File: src/rtl/rv_mem_arbiter_if.sv
// Signal bundle between the core's fetch/data ports, the arbiter and the unified memory port.
// The arbiter uses the slave view; the environment (core plus memory) uses the master view.
interface rv_mem_arbiter_if #(
    parameter int AW = 32,
    parameter int DW = 32
);
    // Instruction fetch port
    logic            i_req;
    logic [AW-1:0]   i_addr;
    logic            i_gnt;
    logic            i_rvalid;
    logic [DW-1:0]   i_rdata;
    logic            i_err;
    // Data access port
    logic            d_req;
    logic            d_we;
    logic [DW/8-1:0] d_be;
    logic [AW-1:0]   d_addr;
    logic [DW-1:0]   d_wdata;
    logic            d_gnt;
    logic            d_rvalid;
    logic [DW-1:0]   d_rdata;
    logic            d_err;
    // Unified memory port
    logic            mem_req;
    logic            mem_we;
    logic [DW/8-1:0] mem_be;
    logic [AW-1:0]   mem_addr;
    logic [DW-1:0]   mem_wdata;
    logic            mem_gnt;
    logic            mem_rvalid;
    logic [DW-1:0]   mem_rdata;
    // Status
    logic            busy;
    logic            stray_rsp;

    modport slave (
        input  i_req, i_addr,
        output i_gnt, i_rvalid, i_rdata, i_err,
        input  d_req, d_we, d_be, d_addr, d_wdata,
        output d_gnt, d_rvalid, d_rdata, d_err,
        output mem_req, mem_we, mem_be, mem_addr, mem_wdata,
        input  mem_gnt, mem_rvalid, mem_rdata,
        output busy, stray_rsp
    );

    modport master (
        output i_req, i_addr,
        input  i_gnt, i_rvalid, i_rdata, i_err,
        output d_req, d_we, d_be, d_addr, d_wdata,
        input  d_gnt, d_rvalid, d_rdata, d_err,
        input  mem_req, mem_we, mem_be, mem_addr, mem_wdata,
        output mem_gnt, mem_rvalid, mem_rdata,
        input  busy, stray_rsp
    );
endinterface

File: src/rtl/rv_mem_arbiter.sv
// Shares one memory port between instruction fetch (I) and data access (D), one transaction
// in flight. D has fixed priority; a starvation counter and a response timeout bound latency.
module rv_mem_arbiter #(
    parameter int AW           = 32,
    parameter int DW           = 32,
    parameter int STARVE_LIMIT = 4,
    parameter int TIMEOUT      = 64
) (
    input logic             clk,
    input logic             rst_n,
    rv_mem_arbiter_if.slave bus
);
    localparam int BW = DW / 8;
    localparam int SW = $clog2(STARVE_LIMIT + 1);
    localparam int TW = $clog2(TIMEOUT);
    localparam logic [SW-1:0] STARVE_MAX = SW'(STARVE_LIMIT);
    localparam logic [TW-1:0] TMO_LAST   = TW'(TIMEOUT - 1);

    typedef enum logic [2:0] {IDLE, ISSUE_I, ISSUE_D, WAIT_I, WAIT_D} state_t;

    state_t        state;
    logic [SW-1:0] starve_cnt;
    logic [TW-1:0] tmo_cnt;
    logic          req_we;
    logic [BW-1:0] req_be;
    logic [AW-1:0] req_addr;
    logic [DW-1:0] req_wdata;
    logic          stray_q;

    logic waiting, tmo_hit, rsp_fire, d_wins, i_fire, d_fire;

    assign waiting  = (state == WAIT_I) || (state == WAIT_D);
    assign tmo_hit  = waiting && (tmo_cnt == TMO_LAST);
    assign rsp_fire = waiting && (bus.mem_rvalid || tmo_hit);
    assign d_wins   = bus.d_req && !(bus.i_req && (starve_cnt == STARVE_MAX));
    assign i_fire   = rsp_fire && (state == WAIT_I);
    assign d_fire   = rsp_fire && (state == WAIT_D);

    assign bus.mem_req   = (state == ISSUE_I) || (state == ISSUE_D);
    assign bus.mem_we    = req_we;
    assign bus.mem_be    = req_be;
    assign bus.mem_addr  = req_addr;
    assign bus.mem_wdata = req_wdata;
    assign bus.busy      = (state != IDLE);
    assign bus.stray_rsp = stray_q;

    assign bus.i_gnt    = (state == ISSUE_I) && bus.mem_gnt;
    assign bus.d_gnt    = (state == ISSUE_D) && bus.mem_gnt;
    assign bus.i_rvalid = i_fire;
    assign bus.d_rvalid = d_fire;
    // A real response on the timeout cycle wins, so err needs mem_rvalid low.
    assign bus.i_err    = i_fire && !bus.mem_rvalid;
    assign bus.d_err    = d_fire && !bus.mem_rvalid;
    assign bus.i_rdata  = (i_fire && bus.mem_rvalid) ? bus.mem_rdata : '0;
    assign bus.d_rdata  = (d_fire && bus.mem_rvalid) ? bus.mem_rdata : '0;

    // NOTE: all state lives in this one block with non-blocking assignments, so every
    // register sees the pre-edge values of the others regardless of statement order.
    always_ff @(posedge clk or negedge rst_n) begin
        if (!rst_n) begin
            state      <= IDLE;
            starve_cnt <= '0;
            tmo_cnt    <= '0;
            // NOTE: the payload registers drive mem_* directly, so they are reset as well.
            req_we     <= 1'b0;
            req_be     <= '0;
            req_addr   <= '0;
            req_wdata  <= '0;
            stray_q    <= 1'b0;
        end else begin
            // Registered so the pulse is clean and cannot leak through reset.
            stray_q <= bus.mem_rvalid && !waiting;
            case (state)
                IDLE: begin
                    if (d_wins) begin
                        state     <= ISSUE_D;
                        req_we    <= bus.d_we;
                        req_be    <= bus.d_be;
                        req_addr  <= bus.d_addr;
                        req_wdata <= bus.d_wdata;
                        if (!bus.i_req) begin
                            starve_cnt <= '0;
                        end else if (starve_cnt != STARVE_MAX) begin
                            starve_cnt <= starve_cnt + SW'(1);
                        end
                    end else if (bus.i_req) begin
                        state      <= ISSUE_I;
                        req_we     <= 1'b0;
                        req_be     <= '1;
                        req_addr   <= bus.i_addr;
                        req_wdata  <= '0;
                        starve_cnt <= '0;
                    end else begin
                        starve_cnt <= '0;
                    end
                end
                ISSUE_I, ISSUE_D: begin
                    if (bus.mem_gnt) begin
                        state   <= (state == ISSUE_I) ? WAIT_I : WAIT_D;
                        tmo_cnt <= '0;
                    end
                end
                WAIT_I, WAIT_D: begin
                    if (rsp_fire) begin
                        state <= IDLE;
                    end else begin
                        tmo_cnt <= tmo_cnt + TW'(1);
                    end
                end
                default: state <= IDLE;
            endcase
        end
    end
endmodule

File: src/flat_wrapper.sv
// flat-port wrapper written by rule: the top's interface ports become plain ports
module rv_mem_arbiter_flat 
#(
    parameter int AW           = 32,
    parameter int DW           = 32,
    parameter int STARVE_LIMIT = 4,
    parameter int TIMEOUT      = 64
)
  (clk, rst_n, bus_i_req, bus_i_addr, bus_i_gnt, bus_i_rvalid, bus_i_rdata, bus_i_err, bus_d_req, bus_d_we, bus_d_be, bus_d_addr, bus_d_wdata, bus_d_gnt, bus_d_rvalid, bus_d_rdata, bus_d_err, bus_mem_req, bus_mem_we, bus_mem_be, bus_mem_addr, bus_mem_wdata, bus_mem_gnt, bus_mem_rvalid, bus_mem_rdata, bus_busy, bus_stray_rsp);
  rv_mem_arbiter_if #(.AW(AW), .DW(DW)) bus_i ();
  input logic clk;
  input logic rst_n;
  input wire logic [$bits(bus_i.i_req)-1:0] bus_i_req;
  input wire logic [$bits(bus_i.i_addr)-1:0] bus_i_addr;
  output wire logic [$bits(bus_i.i_gnt)-1:0] bus_i_gnt;
  output wire logic [$bits(bus_i.i_rvalid)-1:0] bus_i_rvalid;
  output wire logic [$bits(bus_i.i_rdata)-1:0] bus_i_rdata;
  output wire logic [$bits(bus_i.i_err)-1:0] bus_i_err;
  input wire logic [$bits(bus_i.d_req)-1:0] bus_d_req;
  input wire logic [$bits(bus_i.d_we)-1:0] bus_d_we;
  input wire logic [$bits(bus_i.d_be)-1:0] bus_d_be;
  input wire logic [$bits(bus_i.d_addr)-1:0] bus_d_addr;
  input wire logic [$bits(bus_i.d_wdata)-1:0] bus_d_wdata;
  output wire logic [$bits(bus_i.d_gnt)-1:0] bus_d_gnt;
  output wire logic [$bits(bus_i.d_rvalid)-1:0] bus_d_rvalid;
  output wire logic [$bits(bus_i.d_rdata)-1:0] bus_d_rdata;
  output wire logic [$bits(bus_i.d_err)-1:0] bus_d_err;
  output wire logic [$bits(bus_i.mem_req)-1:0] bus_mem_req;
  output wire logic [$bits(bus_i.mem_we)-1:0] bus_mem_we;
  output wire logic [$bits(bus_i.mem_be)-1:0] bus_mem_be;
  output wire logic [$bits(bus_i.mem_addr)-1:0] bus_mem_addr;
  output wire logic [$bits(bus_i.mem_wdata)-1:0] bus_mem_wdata;
  input wire logic [$bits(bus_i.mem_gnt)-1:0] bus_mem_gnt;
  input wire logic [$bits(bus_i.mem_rvalid)-1:0] bus_mem_rvalid;
  input wire logic [$bits(bus_i.mem_rdata)-1:0] bus_mem_rdata;
  output wire logic [$bits(bus_i.busy)-1:0] bus_busy;
  output wire logic [$bits(bus_i.stray_rsp)-1:0] bus_stray_rsp;
  assign bus_i.i_req = bus_i_req;
  assign bus_i.i_addr = bus_i_addr;
  assign bus_i_gnt = bus_i.i_gnt;
  assign bus_i_rvalid = bus_i.i_rvalid;
  assign bus_i_rdata = bus_i.i_rdata;
  assign bus_i_err = bus_i.i_err;
  assign bus_i.d_req = bus_d_req;
  assign bus_i.d_we = bus_d_we;
  assign bus_i.d_be = bus_d_be;
  assign bus_i.d_addr = bus_d_addr;
  assign bus_i.d_wdata = bus_d_wdata;
  assign bus_d_gnt = bus_i.d_gnt;
  assign bus_d_rvalid = bus_i.d_rvalid;
  assign bus_d_rdata = bus_i.d_rdata;
  assign bus_d_err = bus_i.d_err;
  assign bus_mem_req = bus_i.mem_req;
  assign bus_mem_we = bus_i.mem_we;
  assign bus_mem_be = bus_i.mem_be;
  assign bus_mem_addr = bus_i.mem_addr;
  assign bus_mem_wdata = bus_i.mem_wdata;
  assign bus_i.mem_gnt = bus_mem_gnt;
  assign bus_i.mem_rvalid = bus_mem_rvalid;
  assign bus_i.mem_rdata = bus_mem_rdata;
  assign bus_busy = bus_i.busy;
  assign bus_stray_rsp = bus_i.stray_rsp;
  rv_mem_arbiter #(.AW(AW), .DW(DW), .STARVE_LIMIT(STARVE_LIMIT), .TIMEOUT(TIMEOUT)) u_core (.clk(clk), .rst_n(rst_n), .bus(bus_i));
endmodule
File: config.mk
export PLATFORM = sky130hd
export DESIGN_NAME = rv_mem_arbiter_flat
export DESIGN_NICKNAME = d
export VERILOG_FILES = /design/src/rtl/rv_mem_arbiter_if.sv /design/src/rtl/rv_mem_arbiter.sv /design/src/flat_wrapper.sv
export SDC_FILE = /design/constraint.sdc
export NUM_CORES = 1
export LEC_CHECK = 0
export BUFFER_PORTS_ARGS = -buffer_cell sky130_fd_sc_hd__buf_2
export CAP_MARGIN = 15
export CORE_ASPECT_RATIO = 1.4
export CORE_MARGIN = 5
export CORE_UTILIZATION = 30
export CTS_CLUSTER_DIAMETER = 200
export DETAILED_ROUTE_END_ITERATION = 10
export PLACE_DENSITY = 0.74
export SYNTH_ARGS = -nofsm -noshare
export SYNTH_HDL_FRONTEND = slang
export SYNTH_SLANG_ARGS = --single-unit
File: constraint.sdc
create_clock -name clk -period 1.85 [get_ports clk]
set_clock_uncertainty 0.05 [all_clocks]
set_input_delay 0.185 -clock clk [delete_from_list [all_inputs] [get_ports clk]]
set_output_delay 0.185 -clock clk [all_outputs]
set_load 0.02 [all_outputs]
==> flow_summary.rst, run 1 <==
.. list-table::
   :header-rows: 1

   * - Metric
     - Value
   * - Result of the run
     - finished, violations left
   * - Violated checks
     - negative setup slack
   * - Most common cell in the netlist
     - sky130_fd_sc_hd__dfrtp_1
   * - Pin count of the biggest net entering global routing
     - 52
   * - Y dimension of the die
     - 147 µm
   * - Worst hold-check path type
     - in -> reg
   * - Clock-pin slew of the registers on the worst-case setup and hold paths
     - 70 ps
   * - Mean Syn Cell Area
     - about 9.5 µm²
   * - Fin crit share
     - 1.07
   * - Critical path class
     - reg -> out
   * - Core area
     - between 10000 and 15000 µm²
   * - Setup slack at placement
     - 112 ps
   * - Buffers from clock root to sink, at most
     - 2
   * - Number of max-capacitance violations reported
     - 0
   * - Area taken by flip-flops and latches
     - between 2000 and 2500 µm²
   * - Slew Viols, Final
     - 0
   * - Core utilization of the finished layout
     - 0.480
   * - H-Tree Depth
     - 3
   * - CP endpoint kind
     - output pin
   * - Overall Global Routing Usage
     - 0.169
   * - Worst-case vdd ir drop
     - 486 µV
   * - Via Count
     - 4236
   * - Wire length of the first global-routing pass
     - 21.5 mm
   * - Area growth, synth to finish
     - 58.7%
   * - Setup repair after global routing missed its margin
     - true
   * - Sum of overflow across all layers after global routing
     - 0
   * - Fraction of layout cells with a size suffix above 1
     - 0.489
   * - Relative slew margins
     - 0.725
   * - Cell-by-cell trace of the critical path
     - or3b_4 > nor2_4 > buf_4 > and2_1 > buf_2
   * - Total setup violations reported at the end of the flow
     - 66
   * - Worst-case setup margin in the final layout
     - -127 ps
   * - Clk sink count
     - 82
   * - Number of antenna violations at the first check in global routing
     - 0
   * - Family of cells with the greatest summed delay on the critical path
     - simple AND/OR/NAND/NOR gates
   * - Diodes inserted
     - 0
   * - Net count after synthesis
     - ~560
   * - I/O pins
     - 281
   * - Number of buffers added on ports
     - 280
   * - Cell depth of the worst min-delay path
     - 2
   * - First-pass iteration count of the detailed router
     - 4
   * - # fillers
     - 1307
   * - Total area of multi-input combinational cells
     - 1810 µm²
   * - Number of nets in the finished design
     - 859
   * - Routability cong.
     - 0.838
   * - Clock latency reported for the late side of the worst-skew pair
     - approximately 330 ps
   * - CTS Root Buffer Type
     - sky130_fd_sc_hd__clkbuf_16
   * - DRC
     - 0
   * - Kind of start point of the critical path
     - flip-flop
   * - Ranking of synthesized cells by area
     - sky130_fd_sc_hd__dfrtp_1 51%, sky130_fd_sc_hd__and2_1 10%, sky130_fd_sc_hd__a22o_1 7.2%
   * - Fraction of post-synthesis cell area in the top cell type by area
     - 0.512
   * - Final HPWL from detailed placement
     - between 10 and 15 mm
   * - Clock tree from TritonCTS
     - yes
   * - Transition time at the pin with the least slew margin
     - slightly above 400 ps
   * - Number of hold-slack violations in the final timing report
     - 0
   * - Min cycle time layout
     - 1980 ps
   * - Data arrival time of the critical path
     - roughly 1700 ps
   * - Critical Path RT
     - 1620 ps
   * - TritonCTS Buffers
     - 9
   * - Post-synth top cells
     - 82 x sky130_fd_sc_hd__dfrtp_1, 69 x sky130_fd_sc_hd__nand2_1, 66 x sky130_fd_sc_hd__and2_1, 45 x sky130_fd_sc_hd__nor2_1
   * - Dominant register cell in the synthesized netlist
     - sky130_fd_sc_hd__dfrtp_1
   * - Upper clock frequency limit
     - just over 500 MHz
   * - Cell count after synthesis
     - between 400 and 500
   * - R2R setup slack
     - 10 ps
   * - R2R depth
     - 5
   * - Asr flop ratio synth
     - 1.00
   * - Yosys top cell by area
     - sky130_fd_sc_hd__dfrtp_1
   * - Seq cells post-synth
     - 82
   * - Max incr delay on CP
     - 420 ps
   * - Effective utilization at floorplan
     - 0.302
   * - Power per standard cell area
     - 1460 nW/µm²
   * - Number of unique standard cell types used by synthesis
     - 40
   * - Count of cell instances traversed by the critical path
     - 5
   * - Post-detailed-route count of antenna-violating nets
     - 0
   * - Number of violations reported at the end of detailed-routing iteration 0
     - 220
   * - Biggest fanout along the worst timing path
     - 8
   * - Vias per cell
     - 4.69
   * - Wire per inst
     - 15.3 µm
   * - Number of enable flip-flop cells after synthesis
     - 0
   * - Horiz. Die Dim
     - 108 µm
   * - Count of synthesis-stage warnings from yosys
     - 0
   * - Slowest cell on the critical path
     - sky130_fd_sc_hd__or3b_4
   * - Number of global-route vias before repair
     - between 4000 and 5000
   * - Static Leakage
     - roughly 3.3 nW
   * - Cell Area, Synth
     - roughly 4000 µm²
   * - Num rows
     - 50
   * - Final wirelength
     - 13.8 mm
   * - Worst path bufs/invs
     - 2
   * - Sequential element share of the synthesized area
     - 0.512
   * - Die footprint
     - roughly 16000 µm²
## per-stage QoR
step | setup TNS (ps) | power (mW) | hold WS, ps | std cells | cell area, µm²
floorplan | 0 | 5.73 | -161 | 420 | 4010
global placement | 0 | 7.26 | -4.57 | 871 | 5710
detailed placement | 0 | 7.36 | -1.82 | 871 | 5710
CTS | -5920 | 9.26 | 0.400 | 902 | 6270
global route | -12760 | 9.92 | 10.4 | 904 | 6360
finish | -4610 | 9.26 | 17.1 | 904 | 6360
## worst register-to-register path, cell delays in order (launching register included)
cell and delay [ps]:
sky130_fd_sc_hd__dfrtp_1 410, sky130_fd_sc_hd__or3b_4 420, sky130_fd_sc_hd__buf_4 170, sky130_fd_sc_hd__a221oi_4 300
sky130_fd_sc_hd__nor2_2 110, sky130_fd_sc_hd__mux2_4 280
## logic make-up after synthesis
group           Yosys count  share of synthesized area
xor+xnor                  1                    0.00219
compound gates           88                      0.167
flops                    82                      0.512
simple gates            204                      0.249
buf+inv                  38                     0.0490
mux                       4                     0.0112
fa+ha+maj                 3                    0.00937
## path summary, 6_finish.rpt
kind,from,endpoint
worst max register to register,u_core.state[2]$_DFFE_PN0P_,u_core.tmo_cnt[0]$_DFFE_PN0P_
worst min register to register,u_core.starve_cnt[2]$_DFFE_PN0P_,u_core.starve_cnt[2]$_DFFE_PN0P_
worst min-delay path,bus_d_wdata[19],u_core.bus.mem_wdata[19]$_DFFE_PN0P_
min in group asynchronous,rst_n,u_core.bus.mem_wdata[0]$_DFFE_PN0P_
max in group asynchronous,rst_n,u_core.bus.mem_addr[6]$_DFFE_PN0P_
worst max-delay path,u_core.state[2]$_DFFE_PN0P_,bus_d_rdata[9]
## repair_timing
| item | 4_1_cts | 5_1_grt |
|---|---|---|
| setup buffers | 10 | 1 |
| pin swaps | 2 | 2 |
| resized for setup | 54 | 17 |
| cloned | 1 | 1 |
| hold endpoints to repair | 85 | 0 |
| hold buffers | 4 | 0 |
| endpoints found under the setup margin | 68 | 80 |
## state kept, by name (all words and copies together), names as in the netlist
signal	cells
u_core.bus.mem_addr	32
u_core.bus.stray_rsp	1
u_core.bus.mem_wdata	32
u_core.tmo_cnt	6
u_core.state	3
u_core.bus.mem_be	4
u_core.starve_cnt	3
u_core.bus.mem_we	1
## cells in the final DEF (no fill, tap or decap), types with 5 or more instances in the layout
cell type | synthesis | final
sky130_fd_sc_hd__buf_2 | 5 | 245
sky130_fd_sc_hd__dfrtp_1 | 82 | 82
sky130_fd_sc_hd__nand2_1 | 69 | 69
sky130_fd_sc_hd__and2_1 | 66 | 60
sky130_fd_sc_hd__nor2_1 | 45 | 42
sky130_fd_sc_hd__buf_4 | 6 | 42
sky130_fd_sc_hd__a22o_1 | 33 | 33
sky130_fd_sc_hd__a31oi_1 | 33 | 33
sky130_fd_sc_hd__buf_6 | 2 | 16
sky130_fd_sc_hd__clkbuf_16 | 0 | 10
sky130_fd_sc_hd__buf_12 | 0 | 7
sky130_fd_sc_hd__inv_1 | 6 | 6
sky130_fd_sc_hd__and2_4 | 0 | 6
sky130_fd_sc_hd__o21ai_0 | 5 | 5
## power breakdown
part           leakage [nW]  switching (mW)  internal (mW)
Clock                 0.135           0.761          0.930
Sequential             1.00           0.392           2.53
Combinational          2.20            2.76           1.90
Total                  3.34            3.91           5.36
## final cells by class
type | count | share of cell area
inverter | 7 | 0.00413
clock buffer | 9 | 0.0354
timing repair buffer | 317 | 0.308
sequential | 82 | 0.323
tap | 182 | 0.0358
multi-input combinational | 300 | 0.285
clock inverter | 7 | 0.00983
## layer usage
metal / GRT usage / share of wire
met4: 0.0569 / 0.020
met2: 0.309 / 0.52
met1: 0.193 / 0.39
met3: 0.0365 / 0.070
met5: 0 / 0
Power figures use the tool's default switching activity.
==> run 2, diff against run 1 <==
HOLD_SLACK_MARGIN = 0.03   (was not set)
PLACE_DENSITY = not set   (was 0.74)
PLACE_DENSITY_LB_ADDON = 0.2   (was not set)
clock period = 2.5 ns   (was 1.85 ns; I/O delays follow)
==> run 2 against run 1 <==
  * Count of clock-buffer cells in the layout grew 1
  * Critical endpoint is now bus_d_rdata[0]
  * Critical path depth is the same
  * Clock power shrank 9%
  * First-iteration DRC count shrank 41%
  * Sequential cell count is the same
  * Largest cell class unchanged
  * The flow now finishes without violations
  * Sequential share of layout area grew 2.3 points
  * Wire length shrank 0.62%
  * Register-to-register slack gained 440 ps
  * Combinational power shrank 34%
  * Utilization shrank 3.2 points
  * Via count shrank 2.8%
==> flow_summary.rst, run 2 (synthesis results as in run 1) <==
.. list-table::
   :header-rows: 1

   * - Metric
     - Value
   * - Slowest cell on the critical path
     - sky130_fd_sc_hd__dfrtp_1
   * - Critical path class
     - reg -> out
   * - Final wirelength
     - 13.7 mm (-0.62%)
   * - Result of the run
     - finished, final reports clean
   * - Die footprint
     - 15800 µm² (unchanged)
   * - Buffers from clock root to sink, at most
     - 2 (unchanged)
   * - Upper clock frequency limit
     - 434 MHz
   * - Number of antenna violations at the first check in global routing
     - 0 (unchanged)
   * - Pin count of the biggest net entering global routing
     - 59 (+13%)
   * - Transition time at the pin with the least slew margin
     - 650 ps (+238 ps)
   * - Via Count
     - 4116 (-2.8%)
   * - Buffer count from post-CTS setup fixing
     - 0 (-10)
   * - Overall Global Routing Usage
     - 0.169 (-0.000671)
   * - Sw power
     - 2.77 mW (-29%)
   * - Number of buffers added on ports
     - 280 (unchanged)
   * - Min cycle time layout
     - about 2300 ps
   * - # fillers
     - 1340 (+2.5%)
   * - Post-placement cell count
     - 861 (-1.1%)
   * - Biggest fanout along the worst timing path
     - 32 (+24)
   * - Post-detailed-route count of antenna-violating nets
     - 0 (unchanged)
   * - Final HPWL from detailed placement
     - 10.9 mm (+5.1%)
   * - Core utilization of the finished layout
     - 0.448 (-0.0321)
   * - TritonCTS Buffers
     - 9 (unchanged)
   * - Fraction of layout cells with a size suffix above 1
     - 0.455 (-0.0335)
   * - DRC
     - 0 (unchanged)
   * - Worst hold margin
     - 86.2 ps (+69.1 ps)
   * - Static Leakage
     - 3.21 nW (-4.0%)
   * - Worst-case vdd ir drop
     - 329 µV (-32%)
   * - Clock tree from TritonCTS
     - yes
   * - Clk sink count
     - 82 (unchanged)
   * - Clock share of power
     - 0.227 (+0.044)
   * - CP endpoint kind
     - output pin
   * - Worst hold-check path type
     - in -> reg
   * - Horiz. Die Dim
     - 108 µm (unchanged)
   * - Total area of multi-input combinational cells
     - 1760 µm² (-2.6%)
   * - Total setup violations reported at the end of the flow
     - 0 (-100%)
   * - Sum of overflow across all layers after global routing
     - 0 (unchanged)
   * - Total power draw
     - 6.78 mW (-27%)
   * - Setup repair after global routing missed its margin
     - false
   * - Kind of start point of the critical path
     - flip-flop
   * - Fin crit share
     - 0.923
   * - I/O pins
     - 281 (unchanged)
   * - H-Tree Depth
     - 3 (unchanged)
   * - Seq pwr share
     - 0.322 (+0.007)
   * - Proportion of power drawn by combinational gates
     - 0.450 (-0.052)
   * - Y dimension of the die
     - 147 µm (unchanged)
   * - Clock-pin slew of the registers on the worst-case setup and hold paths
     - 60 ps (about the same)
   * - Number of non-filler instances in the completed layout
     - 878 (-2.9%)
   * - Max incr delay on CP
     - 520 ps (+100 ps)
   * - CTS Root Buffer Type
     - sky130_fd_sc_hd__clkbuf_16
   * - Num rows
     - 50 (unchanged)
   * - Cell-by-cell trace of the critical path
     - or3b_4 > nor2_1 > buf_4 > and2_1 > buf_2
   * - Slew Viols, Final
     - 0 (unchanged)
   * - Wire per inst
     - 15.6 µm (+2.3%)
   * - Clock latency reported for the late side of the worst-skew pair
     - 330 ps (about the same)
   * - Number of violations reported at the end of detailed-routing iteration 0
     - 129 (-41%)
   * - Wire length of the first global-routing pass
     - 21.2 mm (-1.4%)
   * - Relative slew margins
     - 0.567 (-0.158)
   * - Most frequent cells in the layout
     - 279 x sky130_fd_sc_hd__buf_2, 82 x sky130_fd_sc_hd__dfrtp_1, 69 x sky130_fd_sc_hd__nand2_1
   * - Area taken by flip-flops and latches
     - 2050 µm² (unchanged)
   * - Number of global-route vias before repair
     - 4140 (-6.0%)
   * - Vias per cell
     - 4.69 (about the same)
   * - Number of nets in the finished design
     - 833 (-3.0%)
   * - Int Power
     - 4.01 mW (-25%)
   * - Core area
     - 13300 µm² (unchanged)
   * - Critical Path RT
     - 2200 ps (+580 ps)
   * - Sum of negative setup slack
     - 0 ps (+4610 ps)
   * - Area growth, synth to finish
     - 48.1%
   * - Effective utilization at floorplan
     - 0.302 (unchanged)
   * - Diodes inserted
     - 0 (unchanged)
   * - Number of hold-slack violations in the final timing report
     - 0 (unchanged)
   * - First-pass iteration count of the detailed router
     - 4 (unchanged)
   * - Routability cong.
     - 0.862 (+2.9%)
   * - Number of max-capacitance violations reported
     - 0 (unchanged)
   * - Most common library cell in the layout ignoring fill and taps
     - sky130_fd_sc_hd__buf_2
   * - Power per standard cell area
     - 1140 nW/µm² (-22%)
   * - Net switching share of the total power
     - 0.409 (-0.0134)
   * - Data arrival time of the critical path
     - 2010 ps (+270 ps)
-- run 2: final cells by class --
class                      instances  share of cell area
tap                              182              0.0384
clock inverter                     6              0.0190
inverter                           7             0.00443
sequential                        82               0.346
timing repair buffer             291               0.255
multi-input combinational        300               0.297
clock buffer                      10              0.0403
-- run 2: worst paths after layout --
path                                                        from                                    to  slack (ps)  cells past startpoint
max in group asynchronous                                  rst_n   u_core.bus.mem_addr[23]$_DFFE_PN0P_        1320                      3
min in group asynchronous                                  rst_n   u_core.bus.mem_wdata[6]$_DFFE_PN0P_         440                      2
worst min register to register  u_core.starve_cnt[2]$_DFFE_PN0P_      u_core.starve_cnt[2]$_DFFE_PN0P_         440                      1
worst max register to register       u_core.state[2]$_DFFE_PN0P_    u_core.bus.mem_addr[0]$_DFFE_PN0P_         450                      6
worst max-delay path                 u_core.state[2]$_DFFE_PN0P_                        bus_d_rdata[0]         190                      5
worst min-delay path                             bus_d_wdata[13]  u_core.bus.mem_wdata[13]$_DFFE_PN0P_          90                      2
-- run 2: power groups by stage --
stage / Sequential [mW] / Clock [mW] / Combinational [mW]
global route: 2.26 / 1.64 / 3.33
detailed placement: 2.22 / 0 / 3.09
floorplan: 2.75 / 0 / 1.49
global placement: 2.20 / 0 / 3.05
CTS: 2.19 / 1.59 / 3.11
finish: 2.19 / 1.54 / 3.05
-- run 2: timing repair --
action | 4_1_cts | 5_1_grt
hold buffers | 1 | 0
hold endpoints to repair | 47 | 0
resized for setup | 0 | 0
-- run 2: worst max-delay path, delay by kind of cell, from the launching register on --
kind	cells	cell delay, ps
and+or+nand+nor	3	730
DFF	1	520
buffers and inverters	2	410
-- run 2: metrics by stage --
step,cell area (µm²),setup slack (ps)
2_1_floorplan,4010,635
3_3_place_gp,5570,526
5_1_grt,5940,43.8
6_report,5940,193
4_1_cts,5940,168
3_5_place_dp,5570,446
-- run 2: per-layer routing --
layer | vias up | part of all wire | global-route usage
li1 | 1978 | - | -
met1 | 1922 | 0.37 | 0.188
met2 | 204 | 0.52 | 0.308
met3 | 12 | 0.095 | 0.0470
met4 | 0 | 0.013 | 0.0505
met5 | - | 0 | 0
